===== config.mk =====
export PLATFORM = sky130hd
export DESIGN_NAME = sbox_ram_ctrl
export DESIGN_NICKNAME = d
export VERILOG_FILES = /design/src/rtl/sbox_ram_ctrl.sv
export SDC_FILE = /design/constraint.sdc
export NUM_CORES = 1
export LEC_CHECK = 0
export CORE_ASPECT_RATIO = 0.6
export CORE_MARGIN = 1
export CORE_UTILIZATION = 30
export DETAILED_ROUTE_END_ITERATION = 12
export MAX_ROUTING_LAYER = met4
export PLACE_DENSITY_LB_ADDON = 0.05
export SYNTH_ARGS = -nofsm -noshare
export SYNTH_HDL_FRONTEND = slang
export SYNTH_SLANG_ARGS = --single-unit

===== constraint.sdc =====
create_clock -name CLK -period 1.8 [get_ports CLK]
set_input_delay 0.18 -clock CLK [delete_from_list [all_inputs] [get_ports CLK]]
set_output_delay 0.18 -clock CLK [all_outputs]
set_load 0.02 [all_outputs]

===== src/rtl/sbox_ram_ctrl.sv =====
// rtl/sbox_ram_ctrl.sv - initiator for N_SBOX 16x4 S-box RAMs: table load then one substitution per cycle
module sbox_ram_ctrl #(
    parameter int N_SBOX = 8
) (
    input  logic                  CLK,
    input  logic                  RSTN,
    input  logic                  RELOAD,
    input  logic                  LD_VALID,
    output logic                  LD_READY,
    input  logic [4*N_SBOX-1:0]   LD_DATA,
    output logic                  LOADED,
    input  logic                  SUB_VALID,
    output logic                  SUB_READY,
    input  logic [4*N_SBOX-1:0]   SUB_IN,
    output logic                  SUB_OUT_VALID,
    output logic [4*N_SBOX-1:0]   SUB_OUT,
    output logic [N_SBOX-1:0]     RAM_CEN,
    output logic [N_SBOX-1:0]     RAM_WEN,
    output logic [4*N_SBOX-1:0]   RAM_A,
    output logic [4*N_SBOX-1:0]   RAM_D,
    input  logic [4*N_SBOX-1:0]   RAM_Q
);

    typedef enum logic {
        S_LOAD = 1'b0,
        S_RUN  = 1'b1
    } state_t;

    state_t              state, state_nxt;
    logic [3:0]          addr, addr_nxt;
    logic                rd_pending;
    logic [4*N_SBOX-1:0] sub_hold;
    logic                ld_acc, sub_acc;

    always_ff @(posedge CLK or negedge RSTN) begin
        if (!RSTN) begin
            state      <= S_LOAD;
            addr       <= 4'd0;
            rd_pending <= 1'b0;
            sub_hold   <= '0;
        end else begin
            state      <= state_nxt;
            addr       <= addr_nxt;
            rd_pending <= sub_acc;
            if (rd_pending)
                sub_hold <= RAM_Q;
        end
    end

    // RELOAD gates both readies so a colliding request is never accepted.
    always_comb begin
        state_nxt = state;
        addr_nxt  = addr;
        LD_READY  = 1'b0;
        SUB_READY = 1'b0;
        ld_acc    = 1'b0;
        sub_acc   = 1'b0;
        case (state)
            S_LOAD: begin
                LD_READY = ~RELOAD;
                ld_acc   = LD_VALID & ~RELOAD;
                if (ld_acc) begin
                    addr_nxt = addr + 4'd1;
                    if (addr == 4'd15)
                        state_nxt = S_RUN;
                end
            end
            S_RUN: begin
                SUB_READY = ~RELOAD;
                sub_acc   = SUB_VALID & ~RELOAD;
            end
            default: state_nxt = S_LOAD;
        endcase
        if (RELOAD) begin
            state_nxt = S_LOAD;
            addr_nxt  = 4'd0;
        end
    end

    assign LOADED        = (state == S_RUN);
    assign RAM_CEN       = {N_SBOX{ld_acc | sub_acc}};
    assign RAM_WEN       = {N_SBOX{ld_acc}};
    assign RAM_A         = ld_acc ? {N_SBOX{addr}} : SUB_IN;
    assign RAM_D         = LD_DATA;
    assign SUB_OUT_VALID = rd_pending;
    // Read data is passed through on the pulse cycle and held afterwards.
    assign SUB_OUT       = rd_pending ? RAM_Q : sub_hold;

endmodule

### After elaboration in Yosys (flattened, before gate mapping)

Index checks and enable logic that the tools add are counted.

| storage, ports and cells | value |
|---|---|
| register bits after elaboration | 38 |
| input port bits | 101 |
| output and inout port bits | 116 |
| word-level logic and storage cells | 26 |

| cells by class | value |
|---|---|
| add/subtract/negate cells | 1 |
| eq/ne operators | 2 |
| muxes and demuxes | 13 |
| bitwise operators | 4 |
| reductions and logical operators | 2 |

Operator list:

| operator | count |
|---|---|
| 32-bit 2-to-1 mux | 2 |
| 4-bit 2-to-1 mux | 3 |
| 1-bit 2-to-1 mux | 8 |
| 4-bit by 1-bit adder with 4-bit output, second input constant | 1 |
| 4-bit == test, second input constant | 1 |
| 1-bit AND | 2 |
| 2-bit != test, second input constant | 1 |
| 2-bit AND reduction | 1 |
| 2-bit nonzero test | 1 |
| 1-bit NOT | 1 |
| 1-bit bitwise OR | 1 |

### Longest topological paths before layout

Gate-level depths: netlist of run 1.

| logic depth | value |
|---|---|
| word-level depth | 5 |
| gate-level depth with buffers | 6 |
| mapped depth without buffers | 4 |

### Least setup slack after synthesis of run 1

Ideal clock, no wire load.

| timing | value |
|---|---|
| path type | register -> output |
| from | register state, in the netlist LOADED |
| to | output RAM_CEN[1] |
| data arrival time | 1.600 ns |
| required time | 1.620 ns |
| setup slack | 0.020 ns |
| stages on the path, launching flop included | 6 |
| cells stage by stage | dfrtp_1 or3b_1 buf_6 inv_1 or2_2 buf_4 |

| on the way | value |
|---|---|
| word-level cells in the longest chain between the ends | 2 |
| elaborated cells on any way between the ends | 3 |
| those cells by class | mux (2); bitwise (1) |

Ends and longest elaborated chain:

| what | RTL line | RTL |
|---|---|---|
| from (decl) | 29 | `state_t state, state_nxt;` |
| from (signal assigned) | 42 | `state <= state_nxt;` |
| 1-bit 2-to-1 mux | 58 | `case (state)` |
| net ld_acc | 33 | `logic ld_acc, sub_acc;` |
| 1-bit bitwise OR | 81 | `assign RAM_CEN = {N_SBOX{ld_acc \| sub_acc}};` |
| to (decl) | 17 | `output logic [N_SBOX-1:0] RAM_CEN,` |

The timed path passes the listed nets, and every way through them passes these cells.

### Worst setup path after layout of run 1

| timing | value |
|---|---|
| from | input LD_VALID |
| to | output RAM_A[27] |

| on the way | value |
|---|---|
| word-level cells in the longest chain between the ends | 3 |

Ends and longest elaborated chain:

| what | RTL line | RTL |
|---|---|---|
| from (decl) | 8 | `input logic LD_VALID,` |
| 1-bit AND | 61 | `ld_acc = LD_VALID & ~RELOAD;` |
| 1-bit 2-to-1 mux | 58 |  |
| 32-bit 2-to-1 mux | 83 | `assign RAM_A = ld_acc ? {N_SBOX{addr}} : SUB_IN;` |
| to (decl) | 19 | `output logic [4*N_SBOX-1:0] RAM_A,` |

No other way between the ends.

==> results of run 1 <==
critical path: stages:
cell and delay, ns:
clkdlybuf4s50_1 0.47, or3b_4 0.47, buf_16 0.18, a21o_1 0.18
buf_2 0.15
layout make-up:
type                            instances  area, µm²
Timing Repair Buffer                  173       1560
Multi-Input combinational cell         88        772
Fill cell                             648       3220
Sequential cell                        38        952
Tap cell                               87        109
Inverter                                2       10.0
Clock inverter                          2       60.1
Clock buffer                            6        139
metal layers:
layer | part of all wire (%) | global-route usage, % | vias up
met5 | 0 | - | -
met4 | 3.3 | 9.80 | 0
met3 | 6.1 | 4.31 | 39
met2 | 49 | 27.5 | 63
met1 | 42 | 20.7 | 833
li1 | - | - | 828
flip-flops by register name, summed over array words and instances (netlist names):
signal / count
LOADED: 1
SUB_OUT_VALID: 1
addr: 4
sub_hold: 32
layout by cell type, fill, tap and decap left out, types with 2 or more instances in the layout:
| cell type | netlist | final |
|---|---|---|
| clkbuf_2 | 0 | 9 |
| clkdlybuf4s15_1 | 0 | 17 |
| a21o_1 | 32 | 32 |
| mux2_2 | 27 | 27 |
| and3_1 | 3 | 3 |
| buf_12 | 0 | 2 |
| clkdlybuf4s50_1 | 0 | 69 |
| nor2_1 | 7 | 6 |
| mux2_1 | 6 | 6 |
| dlygate4sd2_1 | 0 | 6 |
| clkbuf_16 | 0 | 6 |
| dfrtp_1 | 38 | 37 |
| buf_6 | 5 | 17 |
| bufinv_16 | 0 | 2 |
| buf_4 | 47 | 21 |
| buf_2 | 3 | 28 |
| nor2b_1 | 2 | 2 |
final timing paths:
path                                         start                endpoint  slack [ns]  depth (start not counted)
setup / recovery                          LD_VALID               RAM_A[27]       -0.01                          5
hold / removal                         LD_DATA[29]               RAM_D[29]        0.36                          0
setup reg to reg           SUB_OUT_VALID$_DFF_PN0_   sub_hold[2]$_DFF_PN0_        0.55                          3
hold reg to reg             sub_hold[16]$_DFF_PN0_  sub_hold[16]$_DFF_PN0_        0.49                          1
max in group asynchronous                     RSTN   sub_hold[7]$_DFF_PN0_        0.88                          3
min in group asynchronous                     RSTN   sub_hold[2]$_DFF_PN0_        0.39                          2
through the flow:
step	cells	setup slack, ns	TNS, ns
5_1_grt	396	-0.0740	-2.09
3_3_place_gp	383	-0.475	-21.27
6_report	396	-0.0109	-0.141
2_1_floorplan	187	0.0204	0
4_1_cts	394	-0.0856	-1.80
3_5_place_dp	383	-0.498	-21.96
what timing repair did:
action,in CTS,in global routing
setup buffers,1,1
hold buffers,1,0
gates cloned,1,1
resized for setup,241,69
endpoints found under the hold margin,19,0
pin swaps,2,3
endpoints found under the setup margin,81,77
cells by family (layout without fill, tap and decap cells):
| family | count (synthesis) | count (layout) | share of synthesized area, % |
|---|---|---|---|
| flops | 38 | 38 | 44.0 |
| buf+inv | 61 | 183 | 20.7 |
| compound gates | 33 | 33 | 11.5 |
| xor+xnor | 2 | 2 | 0.810 |
| mux | 34 | 34 | 17.7 |
| fa+ha+maj | 1 | 1 | 0.579 |
| simple gates | 18 | 18 | 4.80 |
report_power, final:
| part | internal, mW | switching, mW | total [mW] |
|---|---|---|---|
| Clock | 0.832 | 0.344 | 1.18 |
| Sequential | 0.859 | 0.00559 | 0.865 |
| Combinational | 0.275 | 0.216 | 0.491 |
==> qor.yml, run 1 <==
logic_synthesis:
  synthFlopType: "dfrtp_1"
  yosysWarnings: 0
  ys_seq_area_share_pct: 44.0
  synth.distinct_cells: 23
  synth.most_common_cell: "buf_4"
  ys_async_sr_fraction_pct: 100
  synth_edf_count: 0
  synth.avg_cell_area_um2: 11.6
  yosys-top-cells-area: "dfrtp_1 (44%), buf_4 (16%), mux2_2 (14%), a21o_1 (11%), mux2_1 (3.1%)"
  synth_top_area_share_pct: 44.0
  syn_nets: 289
  synth_commonest_cells: "buf_4 (47), dfrtp_1 (38), a21o_1 (32)"
  synth-seq-cells: 38
  syn-cell-area_um2: 2160
  synth_cells: 187
  yosysTopAreaCell: "dfrtp_1"
cells_and_area:
  fin_util_pct: 52.9
  syn_to_final_growth_pct: 66.7
  final_nets: 410
  drive_gt1_share_pct: 38.8
  fin_area_um2: 3600
  diodes: 0
placement:
  placement.cell_area_um2: 3490
  hpwl_um: 5180
  io_buffers: 152
  place_congestion: 0.790
critical_path:
  worstPathArrival_ns: 1.63
  crit_required_ns: 1.62
  crit_path_start_kind: "input pin"
  critPathKind: "input pin to primary output"
  worstSetupEndpointType: "primary output"
  critPathMaxFanout: 13
die:
  die_w_um: 112
  die_height_um: 67.8
  ios: 217
  coreArea_um2: 6820
  row_count: 23
  die-area_um2: 7560
  initial_utilization_pct: 31.7
global_route:
  grt_pass1_vias: 1709
  grt_pass1_wl_um: 9500
  antenna_found_initial: 0
  gr-usage-all-layers_pct: 17.4
  grt_max_degree: 25
  grt_overflow: 0
sta:
  finalSetupViolCount: 27
  max_freq_mhz: 552
  setup_ws_ns: -0.0109
  finalClockSkew_ns: 0.00505
  whs_ns: 0.360
  fin_crit_sh_pct: 101
  slew_viol_final: 0
  hold_viol: 0
  tightest_slew_ns: 0.476
  finalCriticalPeriod_ns: 1.81
  rsz0062_at_grt: "yes"
  slew-limit-headroom_pct: 68.3
run_status:
  violations: "DRC, setup timing"
  outcome: "finished, violations left"
drt:
  postRouteAntennaNets: 0
  vias: 1763
  drtIter0Drc: 49
  dr.pass1.iters: 7
  avgRoutedWirePerCell_um: 17.1
  drt_wl_total_um: 6780
  route.detailed.drc: 12
  viasPerCell: 4.45
cts:
  cts_buffers: 5
  clockBufferDepth: 2
  clk_latency_ns: 0.28
  clockRootBuffer: "clkbuf_16"
  h-tree-depth: 2
  cts_sinks: 38
  cts_tree: "done"
pwr:
  power_leakage_nw: 1.98
  cellPowerDensity_nw_per_um2: 702
  vdd_drop_max_uv: 453
  p_total_mw: 2.53
min_path:
  min-delay-path-class: "input pin to primary output"
flow_run:
  cap_violations: 0
Power figures use the tool's default switching activity.
==> run 2: changes to the inputs <==
--- a/config.mk
+++ b/config.mk
@@ -14,3 +14,4 @@
 export SYNTH_ARGS = -nofsm -noshare
 export SYNTH_HDL_FRONTEND = slang
 export SYNTH_SLANG_ARGS = --single-unit
+export TNS_END_PERCENT = 100
==> results of run 2 <==
Final layout, timing and power as in run 1 (identical DEF).
